<file path="src/rtl/fetch_queue_pkg.sv">
// Shared CPU fetch definitions: reset vector, PC step, default queue depth
// and the layout of one queued fetch entry.
package fetch_queue_pkg;

    localparam int unsigned FQ_DEPTH      = 4;
    localparam logic [15:0] FQ_RESET_ADDR = 16'h0000;
    localparam logic [15:0] PC_INC        = 16'd2;

    typedef struct packed {
        logic [15:0] instruction;
        logic [15:0] pc_next;
    } fq_entry_t;

endpackage

</file>
<file path="src/rtl/fetch_queue_fifo.sv">
// Circular entry store for the fetch queue. Occupancy is tracked by the
// owner, which guarantees no push ever lands on a full buffer.
module fetch_fifo
    import fetch_queue_pkg::*;
#(
    parameter int unsigned DEPTH = FQ_DEPTH
) (
    input  logic      clock,
    input  logic      reset,
    input  logic      push_i,
    input  fq_entry_t push_data_i,
    input  logic      pop_i,
    input  logic      flush_i,
    output fq_entry_t head_o
);

    localparam int unsigned AW = $clog2(DEPTH);

    fq_entry_t     mem_q [DEPTH];
    logic [AW-1:0] wr_ptr_q, wr_ptr_d;
    logic [AW-1:0] rd_ptr_q, rd_ptr_d;

    // DEPTH is a power of two, so pointer overflow is the modulo wrap.
    always_comb begin
        wr_ptr_d = wr_ptr_q;
        rd_ptr_d = rd_ptr_q;
        if (flush_i) begin
            wr_ptr_d = '0;
            rd_ptr_d = '0;
        end else begin
            if (push_i) wr_ptr_d = wr_ptr_q + AW'(1);
            if (pop_i)  rd_ptr_d = rd_ptr_q + AW'(1);
        end
    end

    always_ff @(posedge clock) begin
        if (reset) begin
            wr_ptr_q <= '0;
            rd_ptr_q <= '0;
        end else begin
            wr_ptr_q <= wr_ptr_d;
            rd_ptr_q <= rd_ptr_d;
        end
    end

    always_ff @(posedge clock) begin
        if (push_i && !flush_i) mem_q[wr_ptr_q] <= push_data_i;
    end

    assign head_o = mem_q[rd_ptr_q];

endmodule

</file>
<file path="src/rtl/fetch_queue.sv">
// Instruction fetch queue: issues in-order imem requests, reserves a slot per
// outstanding request, and squashes stale responses after a redirect.
module fetch_queue
    import fetch_queue_pkg::*;
#(
    parameter int unsigned DEPTH      = FQ_DEPTH,
    parameter logic [15:0] RESET_ADDR = FQ_RESET_ADDR
) (
    input  logic        clock,
    input  logic        reset,
    input  logic        redirect,
    input  logic [15:0] redirect_addr,
    input  logic        halt,
    output logic        imem_req,
    output logic [15:0] imem_addr,
    input  logic        imem_ready,
    input  logic        imem_rvalid,
    input  logic [15:0] imem_rdata,
    output logic        id_valid,
    output logic [15:0] id_instruction,
    output logic [15:0] id_pc_next,
    input  logic        id_ready
);

    localparam int unsigned CW      = $clog2(DEPTH + 1);
    localparam logic [CW:0] DEPTH_W = (CW+1)'(DEPTH);

    logic [15:0]   fetch_pc_q, fetch_pc_d;
    logic [15:0]   resp_pc_q, resp_pc_d;
    logic [CW-1:0] count_q, count_d;
    logic [CW-1:0] outst_q, outst_d;
    logic [CW-1:0] discard_q, discard_d;
    logic [CW:0]   occupancy;
    logic          accept, rsp, push, pop;
    fq_entry_t     push_data, head;

    // Every outstanding request owns a queue slot, so a response always fits.
    assign occupancy = (CW+1)'(count_q) + (CW+1)'(outst_q);
    assign imem_req  = !reset && !redirect && !halt && (occupancy < DEPTH_W);
    assign imem_addr = fetch_pc_q;
    assign accept    = imem_req && imem_ready;

    // A response with nothing outstanding is a protocol error and is ignored.
    assign rsp       = imem_rvalid && (outst_q != '0);
    assign push      = rsp && (discard_q == '0) && !redirect;
    assign id_valid  = !reset && (count_q != '0);
    assign pop       = id_valid && id_ready && !redirect;
    assign push_data = '{instruction: imem_rdata, pc_next: resp_pc_q + PC_INC};

    always_comb begin
        fetch_pc_d = fetch_pc_q;
        resp_pc_d  = resp_pc_q;
        count_d    = count_q;
        discard_d  = discard_q;
        outst_d    = outst_q + CW'(accept) - CW'(rsp);
        if (redirect) begin
            fetch_pc_d = redirect_addr;
            resp_pc_d  = redirect_addr;
            count_d    = '0;
            discard_d  = outst_d;
        end else begin
            if (accept) fetch_pc_d = fetch_pc_q + PC_INC;
            if (push)   resp_pc_d  = push_data.pc_next;
            count_d   = count_q + CW'(push) - CW'(pop);
            discard_d = discard_q - CW'(rsp && (discard_q != '0));
        end
    end

    always_ff @(posedge clock) begin
        if (reset) begin
            fetch_pc_q <= RESET_ADDR;
            resp_pc_q  <= RESET_ADDR;
            count_q    <= '0;
            outst_q    <= '0;
            discard_q  <= '0;
        end else begin
            fetch_pc_q <= fetch_pc_d;
            resp_pc_q  <= resp_pc_d;
            count_q    <= count_d;
            outst_q    <= outst_d;
            discard_q  <= discard_d;
        end
    end

    fetch_fifo #(.DEPTH(DEPTH)) u_fifo (
        .clock       (clock),
        .reset       (reset),
        .push_i      (push),
        .push_data_i (push_data),
        .pop_i       (pop),
        .flush_i     (redirect),
        .head_o      (head)
    );

    assign id_instruction = head.instruction;
    assign id_pc_next     = head.pc_next;

endmodule

</file>
<file path="config.mk">
export PLATFORM = sky130hd
export DESIGN_NAME = fetch_queue
export DESIGN_NICKNAME = d
export VERILOG_FILES = /design/src/rtl/fetch_queue_pkg.sv /design/src/rtl/fetch_queue_fifo.sv /design/src/rtl/fetch_queue.sv
export SDC_FILE = /design/constraint.sdc
export NUM_CORES = 1
export LEC_CHECK = 0
export ABC_AREA = 1
export BUFFER_PORTS_ARGS = -buffer_cell sky130_fd_sc_hd__buf_4
export CORE_MARGIN = 8
export CORE_UTILIZATION = 63
export CTS_CLUSTER_DIAMETER = 50
export DETAILED_ROUTE_END_ITERATION = 10
export PLACE_DENSITY = 0.85
export SLEW_MARGIN = 20
export SYNTH_ARGS = -nofsm -noshare
export SYNTH_HDL_FRONTEND = slang
export SYNTH_SLANG_ARGS = --single-unit
</file>
<file path="constraint.sdc">
create_clock -name clock -period 5.1 [get_ports clock]
set_clock_uncertainty 0.05 [all_clocks]
set_input_delay 0.51 -clock clock [delete_from_list [all_inputs] [get_ports clock]]
set_output_delay 0.51 -clock clock [all_outputs]
set_load 0.05 [all_outputs]
</file>
Word-level counts from Yosys, hierarchy flattened
Memory sizes are Yosys's and may differ from the RTL's. A register that Yosys moved wholly into a read port is not among the register bits.
Index checks and enable logic that the tools add are counted.
Widths: inputs -> output; s select.
{"block": "op_classes", "mux": 9, "magnitude_cmp": 1, "reduce_logical": 22, "add_sub_neg": 10}
{"op": "$mux 16", "n": 4}
{"op": "$add 16x2->16 const B", "n": 2}
{"op": "$logic_and 1x1->1", "n": 12}
{"op": "$reduce_bool 3->1", "n": 3}
{"op": "$sub 3x1->3", "n": 3}
{"op": "$add 3x1->3", "n": 2}
{"op": "$add 2x1->2 const B", "n": 2}
{"op": "$add 3x3->4", "n": 1}
{"op": "$lt 4x3->1 const B", "n": 1}
{"op": "$mux 2", "n": 2}
{"op": "$reduce_bool 2->1", "n": 2}
{"op": "$logic_not 1->1", "n": 3}
{"op": "$logic_not 3->1", "n": 1}
{"op": "$mux 3", "n": 1}
{"op": "$mux 1", "n": 2}
{"op": "$reduce_or 2->1", "n": 1}
{"block": "word_totals", "in_bits": 39, "memories": 1, "output_inout_bits": 50, "mem_bits_rw": 128, "regBits": 45}
{"name": "u_fifo.mem_q", "words": 4, "width": 32, "read_ports": 1, "rd_clocked_by_memory_dff": 1, "write_ports": 1, "line_no": "fetch_queue_fifo.sv:19", "text": "fq_entry_t mem_q [DEPTH];"}

Depth between registers and ports, before layout
Gate-level depths: netlist of the first run.
{"block": "logic_depth", "depth_word": 8, "mapped_depth": 13, "ltp_nobuf": 13}

Modules after synthesis
A second synthesis of the first run with hierarchy kept.
{"block": "unflattened", "cells_unflattened": 948, "hier_area_um2": 8340.5}
{"module": "fetch_fifo", "cells_each": 540, "area_each_um2": 5689.2, "n_inst": 1}
{"module": "fetch_queue", "cells_each": 408, "area_each_um2": 2651.3, "n_inst": 1}

Worst setup path after synthesis of the first run
OpenSTA, ideal clock, no wires.
{"block": "synth_timing", "kind": "input -> register", "start": "input port redirect", "end": "memory u_fifo.mem_q[0][0] in the netlist's numbering, enable pin", "cell_stages": 5, "path_buffers": 2, "t_arrival_ps": 2473, "setup_slack_ps": 2156, "path_cell_list": "buf_4 > inv_1 > nand2_2 > buf_2 > nor2_1"}
{"block": "synth_via", "elab_chain_len": 5}
{"element": "from (decl)", "line_no": "fetch_queue.sv:11", "text": "input logic redirect,"}
{"element": "$logic_not 1->1 *", "line_no": "fetch_queue_fifo.sv:47, fetch_queue.sv:45"}
{"element": "$logic_and 1x1->1", "line_no": "fetch_queue.sv:45", "text": "assign push = rsp && (discard_q == '0) && !redirect;"}
{"element": "$logic_and 1x1->1 *", "line_no": "fetch_queue_fifo.sv:47", "text": "if (push_i && !flush_i) mem_q[wr_ptr_q] <= push_data_i;"}
{"element": "$mux 1 *", "line_no": "fetch_queue_fifo.sv:47"}
{"element": "$mux 1 (implied by the code) *", "line_no": "fetch_queue_fifo.sv:47"}
{"element": "to (decl)", "line_no": "fetch_queue_fifo.sv:19"}
Mark *: on every way between the ends. The rest lies on a longest branch, timed or not.

==> results of run 1 <==
-- state kept, by name (all words and copies together) (netlist names), named ones only --
register,count
u_fifo.mem_q,128
imem_addr,16
resp_pc_q,16
count_q,3
discard_q,3
outst_q,3
u_fifo.rd_ptr_q,2
u_fifo.wr_ptr_q,2
-- critical path, cell delays in order (launching register included) --
cell and delay (ns):
dfxtp_2 0.31, buf_4 0.50, clkinv_1 0.79, buf_4 0.50
o21ai_0 0.29, o22ai_1 0.13, buf_4 0.21
-- stage by stage --
| stage | util, % | setup WS [ns] | area (um2) |
|---|---|---|---|
| final | 76.0 | 1.36 | 9080 |
| after global routing | 76.0 | 1.13 | 9080 |
| after CTS | 76.0 | 1.38 | 9080 |
| after detailed placement | 70.6 | 1.80 | 8450 |
| after global placement | 70.6 | 1.90 | 8450 |
| after floorplan | - | 2.16 | 7700 |
-- layout make-up --
type                       count  area [um2]  share of cell area [%]
clock inverter                15         209                    2.30
tap                          147         184                    2.02
sequential                   175        4790                    52.7
clock buffer                  17         425                    4.68
inverter                      72         270                    2.97
multi-input combinational    484        2520                    27.7
timing repair buffer          92         691                    7.60
-- power breakdown --
group	total, W	internal (W)	leakage (nW)	switching (W)
clock	0.00138	0.000828	0.306	0.000548
sequential	0.00170	0.00163	1.55	0.0000610
combinational	0.000630	0.000199	1.70	0.000431
-- worst min path at each step --
| stage | startpoint | slack [ns] | to |
|---|---|---|---|
| 6_report | imem_rdata[7] | 0.24 | u_fifo.mem_q[0][23]$_DFFE_PP_ |
| 5_1_grt | imem_rdata[7] | 0.23 | u_fifo.mem_q[2][23]$_DFFE_PP_ |
| 4_1_cts | imem_rdata[7] | 0.23 | u_fifo.mem_q[1][23]$_DFFE_PP_ |
| 3_5_place_dp | imem_addr[0]$_SDFFE_PP0P_ | 0.41 | imem_addr[0]$_SDFFE_PP0P_ |
| 3_3_place_gp | imem_addr[0]$_SDFFE_PP0P_ | 0.40 | imem_addr[0]$_SDFFE_PP0P_ |
| 2_1_floorplan | u_fifo.rd_ptr_q[1]$_SDFFE_PP0P_ | 0.39 | flip-flop |
-- cells in the final DEF, fill, tap and decap left out, types with 3 or more instances in the layout --
| cell type | instances |
|---|---|
| edfxtp_1 | 128 |
| nor2_1 | 127 |
| nand2_1 | 96 |
| buf_4 | 92 |
| o21ai_0 | 78 |
| inv_1 | 69 |
| dfxtp_1 | 46 |
| nand3_1 | 42 |
| o22ai_1 | 35 |
| a21oi_1 | 21 |
| clkbuf_16 | 17 |
| ha_1 | 14 |
| o21ai_1 | 11 |
| nand4_1 | 10 |
| nor2_4 | 6 |
| xor2_1 | 6 |
| xnor2_1 | 5 |
| a21oi_2 | 5 |
| and2_1 | 4 |
| bufinv_16 | 4 |
| nand2_4 | 3 |
| nand2_2 | 3 |
| or2_2 | 3 |
| clkinv_4 | 3 |
| inv_6 | 3 |
-- layer usage --
layer / track usage [%] / wire [um] / vias up / share of wire (%)
met5: 0 / 0 / - / 0
met4: 7.08 / 255 / 0 / 1.5
met3: 4.86 / 1090 / 24 / 6.2
met2: 38.3 / 9000 / 223 / 51
met1: 25.8 / 7180 / 2778 / 41
li1: - / - / 2773 / -
-- logic make-up (layout without fill, tap and decap cells) --
| logic type | Yosys count | count (layout) | share of synthesized area (%) |
|---|---|---|---|
| and+or+nand+nor | 302 | 302 | 17.3 |
| DFF | 175 | 175 | 62.1 |
| AOI/OAI and AO/OA | 155 | 155 | 11.1 |
| buffers and inverters | 102 | 196 | 5.44 |
| adders and majority gates | 16 | 16 | 2.80 |
| xor gates and xnor gates | 11 | 11 | 1.25 |
==> impl_results.md, run 1 <==
* Port-buffer cells at 88
* CTS max path bufs at 2
* Die Wd at 127 um
* Power, Total at 0.00370 W
* Syn-to-layout area delta at 18.0%
* PwrDens at 407 mW/mm2
* FF-to-FF path depth at 12
* Worst-margin pin slew at 1.03 ns
* TritonCTS Buffers at 17
* Worst setup endpoint: id_pc_next[10]
* First-pass GRT wire length at 27900 um
* Remaining routing DRC violations at 0
* Leading cell type by number of instances after synthesis: nor2_1
* Slew headroom at 30.9%
* Fillers at 752
* Inserted Diodes at 0
* Final wirelength at 17500 um
* Initial Utilization at 64.4%
* Post-synth top cells: nor2_1 (131), edfxtp_1 (128), nand2_1 (96)
* Placed insts at 970
* WS Path Type: reg2out
* Yosys top cell area share at 49.9%
* Core area at 0.0120 mm2
* # clock sinks at 175
* Syn nets at 816
* # setup viols final at 0
* Max IR drop VDD at 277 uV
* Post-CTS setup buffer count at 0
* Ys async rst share at 0%
* Fin crit share at 73.3%
* Total track usage at 21.7%
* Clock transition at path regs at 0.07 ns
* Clk Tree Root Cell: clkbuf_16
* Max-Cap Viols at 0
* Final Hold Vio Count at 0
* Tmin final at 3.74 ns
* Largest area contributor in the netlist: edfxtp_1
* CTS HTree Levels at 4
* Post-synthesis cell count at 761
* Seq cells post-synth at 175
* Fin Hold WS at 0.238 ns
* TritonRoute pass-1 iters at 6
* Clock Latency Late Sink at 0.42 ns
* Routed Antenna Nets at 0
* Hold path depth at 1
* Vias per inst at 5.79
* Number of global-route vias before repair at 5655
* Drt wl/cell at 17.5 um
* Max Slew Vio Count at 0
* Crit. End Element: output port
* Post-DP HPWL at 11100 um
* Critical R2R Capture: count_q[2]$_SDFF_PP0_
* Crit-path max FO at 65
* RD Place Congestion at 0.859
* Iteration-0 DRC Markers at 538
* Cts hold-fix bufs at 0
* Req. time, crit path at 4.54 ns
* Vias at 5798
* Cell Area, Synth at 0.00770 mm2
* Synth area leaders: edfxtp_1 (50%), dfxtp_1 (12%), nor2_1 (6.4%)
* Post-synth EDFFs at 128
* Fin cells at 1002
* # resized after CTS at 0
* RSZ-0062 raised after global routing: no
* Distinct cells, synth at 37
* Largest net degree at the start of global routing at 66
* IO Pins at 89
* Antenna violations before repair at 0
* Warning count from the yosys run at 0
* Row cnt at 40
* Leakage at 3.56 nW
* GRT overflow at 0
* Final nets at 897
* Setup TNS at 0 ns
* Synthesized area per cell at 10.1 um2
* Layout cells sized above 1 at 18.0%
* Crit path launch type: flip-flop
* Status: finished clean
* Peak Freq at 267 MHz
* DIE HEIGHT at 127 um
* Total Die Area at 0.0160 mm2
* Arr. time, crit path at 3.18 ns
* Sequential-to-total area share from yosys stat at 62.1%
* TritonCTS clock tree: yes
* Reg2reg start: outst_q[1]$_SDFF_PP0_
* Worst R2R Setup Slack at 2.39 ns
* HP Class: in2reg
* Ys flop type: edfxtp_1
No activity file was read; power rests on OpenSTA's default activity.
==> inputs of run 2 (changes only) <==
Settings changed: ABC_AREA 1 to 0, CORE_UTILIZATION 63 to 58, PLACE_DENSITY 0.85 to 0.8.
Clock period 5.1 ns to 3.85 ns, I/O delays scaled along.
==> run 2 against run 1 <==
Final area fell by 3.2%; clock power is 20% higher; via count decreased by 21%.
==> impl_results.md, run 2 <==
* Clock group share of total power at 36.1% (-1.1 points)
* Leakage at 3.07 nW (-14%)
* Critical R2R Capture: discard_q[2]$_SDFF_PP0_
* Req. time, crit path at 4.15 ns (-0.39 ns)
* Post-synthesis cell count at 499 (-34%)
* P_int at 0.00330 W (+24%)
* Iteration-0 DRC Markers at 351 (-35%)
* RD Place Congestion at 0.854 (-0.52%)
* Remaining routing DRC violations at 0 (unchanged)
* Multi-input gate area at 0.00242 mm2 (-4.1%)
* Cts hold-fix bufs at 0 (unchanged)
* Design area at 0.00880 mm2 (-3.2%)
* Inserted Diodes at 0 (unchanged)
* CP dominant cell by count: ha_1
* Synthesized area per cell at 14.7 um2 (+46%)
* DIE HEIGHT at 129 um (+1.7%)
* Critical Path Max Stage Delay at 0.37 ns (-0.42 ns)
* Number of global-route vias before repair at 4829 (-15%)
* TritonCTS Buffers at 17 (unchanged)
* Worst path slowest cell: fa_1
* Seq cells post-synth at 175 (unchanged)
* Slew headroom at 50.4% (+20 points)
* DP Area at 0.00822 mm2 (-2.8%)
* Final Hold Vio Count at 0 (unchanged)
* Net Switching at 0.00127 W (+23%)
* Reg with most FFs: u_fifo.mem_q
* Post-CTS setup buffer count at 0 (unchanged)
* Fin crit share at 79.1%
* Post-synth top cells: edfxtp_1 (128), dfxtp_1 (47), mux4_2 (32)
* Fin cells at 776 (-23%)
* Port-buffer cells at 88 (unchanged)
* Synth area leaders: edfxtp_1 (52%), dfxtp_1 (13%), mux4_2 (9.8%)
* IO Pins at 89 (unchanged)
* Largest delay share family, worst path: adder cells
* Layout cells sized above 1 at 27.6% (+9.6 points)
* Vias per inst at 5.92 (+2.4%)
* Total track usage at 19.7% (-2.1 points)
* Antenna violations before repair at 0 (unchanged)
* TritonCTS clock tree: yes
* Sequential-to-total area share from yosys stat at 65.0% (+2.9 points)
* PwrDens at 520 mW/mm2 (+28%)
* Crit-path max FO at 14 (-78%)
* Warning count from the yosys run at 0 (unchanged)
* Largest area contributor in the netlist: edfxtp_1
* # setup viols final at 0 (unchanged)
* Setup TNS at 0 ns (unchanged)
* Most frequent cells in the layout: edfxtp_1 (128), buf_4 (96), dfxtp_1 (46)
* Max FFs per register at 128 (unchanged)
* Syn nets at 554 (-32%)
* Arr. time, crit path at 3.35 ns (+0.17 ns)
* FF-to-FF path depth at 13 (+1)
* Leading cell type by number of instances after synthesis: edfxtp_1
* Tmin final at 3.05 ns
* GRT overflow at 0 (unchanged)
* Initial Utilization at 58.8% (-5.6 points)
* CTS max path bufs at 2 (unchanged)
* Distinct cells, synth at 50 (+35%)
* Core area at 0.0125 mm2 (+4.6%)
* Crit path launch type: flip-flop
* Leading cell type in the layout, fill and taps excluded: edfxtp_1
* Placed insts at 744 (-23%)
* Ys async rst share at 0% (unchanged)
* Post-synth EDFFs at 128 (unchanged)
* Max IR drop VDD at 269 uV (-2.6%)
* Crit. End Element: flip-flop
* Status: finished clean
* CTS HTree Levels at 4 (unchanged)
* WS Path Type: reg2reg
* CP Launch Point: outst_q[2]$_SDFF_PP0_
* Fillers at 858 (+14%)
* Routed Antenna Nets at 0 (unchanged)
* Worst Path Buf+Inv at 3 (-1)
* Vias at 4597 (-21%)
* # clock sinks at 175 (unchanged)
* Worst R2R Setup Slack at 0.80 ns (-1.59 ns)
* Ys flop type: edfxtp_1
* Die Wd at 129 um (+1.7%)
* Worst-path cell chain: ha_1 > nor4_4 > and4_4 > inv_2 > ha_1 > inv_1 > ha_1 > inv_1 > fa_1 > xor2_1 > and2_1 > nor3_1 > a2bb2oi_1
* Yosys top cell area share at 52.2% (+2.3 points)
* Syn-to-layout area delta at 19.5%
* Sw frac at 27.8% (-0.26 points)
* TritonRoute pass-1 iters at 5 (-1)
* Row cnt at 41 (+2.5%)
* Combinational share of power at 15.5% (-1.5 points)
* Post-DP HPWL at 10500 um (-4.8%)
* First-pass GRT wire length at 24800 um (-11%)
* Clock transition at path regs at 0.07 ns (about the same)
* Worst-margin pin slew at 0.739 ns (-0.295 ns)
* Clk Tree Root Cell: clkbuf_16
* Final wirelength at 15700 um (-11%)
* RSZ-0062 raised after global routing: no
* Max-Cap Viols at 0 (unchanged)
* Clock Latency Late Sink at 0.43 ns (about the same)
* Drt wl/cell at 20.2 um (+16%)
* Largest net degree at the start of global routing at 34 (-48%)
* # resized after CTS at 0 (unchanged)
* Final nets at 646 (-28%)
* Reg2reg start: outst_q[2]$_SDFF_PP0_
* Total Die Area at 0.0165 mm2 (+3.3%)
* Register Area at 0.00479 mm2 (unchanged)
* Flop pwr share at 48.4% (+2.6 points)
* Worst setup endpoint: discard_q[2]$_SDFF_PP0_
* HP Class: in2reg
* Worst path depth at 13 (+7)
* Cell Area, Synth at 0.00736 mm2 (-4.4%)
* Max Slew Vio Count at 0 (unchanged)
* Peak Freq at 328 MHz
## run 2: changes by cell type in the layout (fill, tap and decap cells not counted), moves of 32 or more
cell	change
o21ai_0	-74
o22ai_1	-34
nor2_1	-100
nand2_1	-66
mux4_2	+32
inv_1	-55
## run 2: stage by stage
step	power [W]	setup slack (ns)	util (%)	hold slack [ns]
after detailed placement	0.00296	0.807	65.7	0.421
after CTS	0.00460	0.776	70.3	0.101
after global placement	0.00293	0.915	65.7	0.424
final	0.00458	0.804	70.3	0.107
after global routing	0.00474	0.566	70.3	0.0968
after floorplan	0.00273	0.965	-	0.410
## run 2: power groups by stage
stage	logic, W	clock network (W)	registers [W]
global route	0.000764	0.00174	0.00223
CTS	0.000713	0.00167	0.00222
global placement	0.000683	0	0.00225
floorplan	0.000463	0	0.00227
detailed placement	0.000709	0	0.00225
finish	0.000708	0.00165	0.00222
## run 2: final cells by class
type	count	share of cell area, %
Tap cell	172	2.45
Multi-Input combinational cell	284	27.5
Clock inverter	15	1.75
Clock buffer	17	4.84
Sequential cell	175	54.4
Timing Repair Buffer	97	8.42
Inverter	16	0.683
## run 2: worst min path at each step
stage,startpoint,to,cells after the start
2_1_floorplan,resp_pc_q[0]$_SDFFE_PP0P_,u_fifo.mem_q[0][0]$_DFFE_PP_,0
3_3_place_gp,imem_addr[0]$_SDFFE_PP0P_,imem_addr[0]$_SDFFE_PP0P_,2
3_5_place_dp,imem_addr[0]$_SDFFE_PP0P_,imem_addr[0]$_SDFFE_PP0P_,2
4_1_cts,imem_rdata[8],u_fifo.mem_q[3][24]$_DFFE_PP_,1
5_1_grt,imem_rdata[8],u_fifo.mem_q[0][24]$_DFFE_PP_,1
6_report,imem_rdata[8],u_fifo.mem_q[2][24]$_DFFE_PP_,1
## run 2: routing by layer
metal  vias up  wire length (um)  track usage, %
met1      2255              6480            23.8
met2       201              7740            33.0
met5         -                 0               0
met3        24              1170            5.13
met4         0               302            7.81
li1       2117                 -               -
## run 2: logic make-up (layout without fill, tap and decap cells)
kind of cell,Yosys count,in the layout,share of synthesized area [%]
AOI/OAI and AO/OA,57,57,5.58
xor gates and xnor gates,29,29,3.45
adders and majority gates,16,16,2.92
buffers and inverters,40,145,2.16
DFF,175,175,65.0
muxes,34,34,10.1
and+or+nand+nor,148,148,10.8
## run 2: worst reg2reg max path, cell delays in order, from the launching register on
cell and delay [ns]:
dfxtp_1 0.35, ha_1 0.23, nor4_4 0.34, and4_4 0.31, inv_2 0.11, ha_1 0.30, inv_1 0.06, ha_1 0.12
inv_1 0.04, fa_1 0.37, xor2_1 0.17, and2_1 0.16, nor3_1 0.19, a2bb2oi_1 0.16
==> inputs of run 3 (changes only) <==
Clock period 3.85 ns to 3.05 ns, I/O delays scaled along.
==> run 3 against run 2 <==
Global-route usage up 0.43 points; utilization up 0.42 points; non-clock buffer count up 6; critical endpoint unchanged; largest cell class unchanged; highest routed layer unchanged; worst hold slack worse by 0.066 ns; sequential cell count unchanged; critical path depth unchanged; clock-buffer cell count up 7.
==> impl_results.md, run 3 (synthesis gave the netlist of run 2 again) <==
* HP Class: in2reg
* Multi-input gate area at 0.00242 mm2 (+0.31%)
* Remaining routing DRC violations at 0 (unchanged)
* TritonCTS clock tree: yes
* # clock sinks at 175 (unchanged)
* Largest net degree at the start of global routing at 33 (-2.9%)
* Layout cells sized above 1 at 28.4% (+0.71 points)
* Wl on met1 at 6710 um (+3.5%)
* DR WL met2 at 7680 um (-0.70%)
* Combinational share of power at 16.2% (+0.7 points)
* Clock Latency Late Sink at 0.42 ns (about the same)
* Placed insts at 749 (+0.67%)
* Leakage at 3.09 nW (+0.90%)
* Final nets at 652 (+0.93%)
* Vias per inst at 5.90 (-0.34%)
* Tmin final at 2.89 ns (-0.161 ns)
* Max FFs per register at 128 (unchanged)
* Total Die Area at 0.0165 mm2 (unchanged)
* Worst-margin pin slew at 0.661 ns (-0.0781 ns)
* DP Area at 0.00829 mm2 (+0.91%)
* IO Pins at 89 (unchanged)
* Clock group share of total power at 34.7% (-1.4 points)
* Slew headroom at 55.5% (+5.1 points)
* GRT overflow at 0 (unchanged)
* RSZ-0062 raised after global routing: no
* Top routing layer used: met4
* Crit-path max FO at 5 (-9)
* Crit path launch type: flip-flop
* # setup viols final at 0 (unchanged)
* Fin cells at 782 (+0.77%)
* Antenna violations before repair at 0 (unchanged)
* TritonRoute pass-1 iters at 4 (-1)
* Vias at 4617 (+0.44%)
* P_int at 0.00420 W (+27%)
* Fillers at 841 (-2.0%)
* Die Wd at 129 um (unchanged)
* DIE HEIGHT at 129 um (unchanged)
* Max Slew Vio Count at 0 (unchanged)
* Sw frac at 26.4% (-1.5 points)
* Peak Freq at 347 MHz (+5.6%)
* Routed Antenna Nets at 0 (unchanged)
* Syn-to-layout area delta at 20.2%
* First-pass GRT wire length at 25400 um (+2.6%)
* CTS max path bufs at 2 (unchanged)
* Port-buffer cells at 88 (unchanged)
* Final wirelength at 15800 um (+0.55%)
* Core area at 0.0125 mm2 (unchanged)
* PwrDens at 645 mW/mm2 (+24%)
* Final core occ at 70.7% (+0.42 points)
* Crit. End Element: flip-flop
* Most frequent cells in the layout: edfxtp_1 (128), buf_4 (99), dfxtp_1 (43)
* Post-DP HPWL at 10700 um (+1.4%)
* Initial Utilization at 58.8% (unchanged)
* Register Area at 0.00479 mm2 (about the same)
* Number of global-route vias before repair at 4859 (+0.62%)
* Clk Tree Root Cell: clkbuf_16
* Cts hold-fix bufs at 0 (unchanged)
* RD Place Congestion at 0.873 (+2.2%)
* Total track usage at 20.1% (+0.43 points)
* CTS HTree Levels at 4 (unchanged)
* Flop pwr share at 49.1% (+0.7 points)
* Arr. time, crit path at 3.19 ns (-0.16 ns)
* Inserted Diodes at 0 (unchanged)
* TritonCTS Buffers at 17 (unchanged)
* Row cnt at 41 (unchanged)
* Iteration-0 DRC Markers at 395 (+13%)
* Max-Cap Viols at 0 (unchanged)
* Final Hold Vio Count at 0 (unchanged)
* Clock transition at path regs at 0.06 ns (about the same)
* Drt wl/cell at 20.2 um (-0.22%)
* Status: finished clean
* Met3 WL at 1060 um (-9.2%)
* WS Path Type: reg2reg
* Reg with most FFs: u_fifo.mem_q
* Req. time, crit path at 3.35 ns (-0.80 ns)
* Fin crit share at 94.6% (+15 points)
* Setup TNS at 0 ns (unchanged)
* Power, Total at 0.00571 W (+25%)
* Leading cell type in the layout, fill and taps excluded: edfxtp_1
* Net Switching at 0.00150 W (+18%)
* Worst R2R Setup Slack at 0.16 ns (-0.64 ns)
* Max IR drop VDD at 419 uV (+55%)
* Design area at 0.00885 mm2 (+0.60%)
[run 3: cell types whose count changed in the layout (fill, tap and decap cells not counted), sizes merged]
cell      before  now
buf           97  103
clkbuf        17   24
clkinvlp       3    1
inv           21   15
clkinv         6    7
[run 3: per-stage QoR]
step | hold WS [ns] | worst slack [ns]
detailed placement | 0.413 | 0.0708
finish | 0.0407 | 0.165
CTS | 0.0285 | 0.0458
global route | 0.0299 | 0.0159
floorplan | 0.354 | 0.165
global placement | 0.417 | 0.219
[run 3: what timing repair did]
action	in CTS	in global routing
setup buffers	0	1
endpoints found under the hold margin	0	0
gates resized for setup	0	5
endpoints found under the setup margin	0	1
[run 3: per-layer routing]
metal / GRT usage (%) / up-vias
li1: - / 2144
met1: 24.8 / 2260
met2: 33.4 / 187
met3: 4.68 / 26
met4: 8.50 / 0
met5: 0 / -
[run 3: final timing paths]
path	startpoint	endpoint	cells past startpoint
setup / recovery	outst_q[2]$_SDFF_PP0_	discard_q[2]$_SDFF_PP0_	13
hold / removal	imem_rdata[8]	u_fifo.mem_q[3][24]$_DFFE_PP_	1
setup reg to reg	outst_q[2]$_SDFF_PP0_	discard_q[2]$_SDFF_PP0_	13
hold reg to reg	imem_addr[0]$_SDFFE_PP0P_	imem_addr[0]$_SDFFE_PP0P_	2
[run 3: area by class of cell]
cell class              instances  share of cell area [%]
clock buffers                  24                    5.33
flip-flops and latches        175                    54.1
repair buffers                103                    9.30
well taps                     172                    2.43
clock inverters                 8                   0.749
multi-input cells             284                    27.4
inverters                      16                   0.679
[run 3: worst max-delay path, cell delays in order, from the launching register on]
cell,delay (ns)
dfxtp_2,0.37
ha_2,0.30
nor4_4,0.23
and4_4,0.29
inv_2,0.04
ha_1,0.26
inv_1,0.06
ha_1,0.14
inv_1,0.05
fa_1,0.39
xor2_1,0.17
and2_1,0.17
nor3_2,0.14
a2bb2oi_1,0.17
[run 3: power by group through the flow]
stage	Clock [W]	Combinational [W]	Sequential (W)
floorplan	0	0.000585	0.00287
global placement	0	0.000892	0.00283
detailed placement	0	0.000916	0.00285
CTS	0.00200	0.000923	0.00280
global route	0.00209	0.000994	0.00282
finish	0.00198	0.000924	0.00280
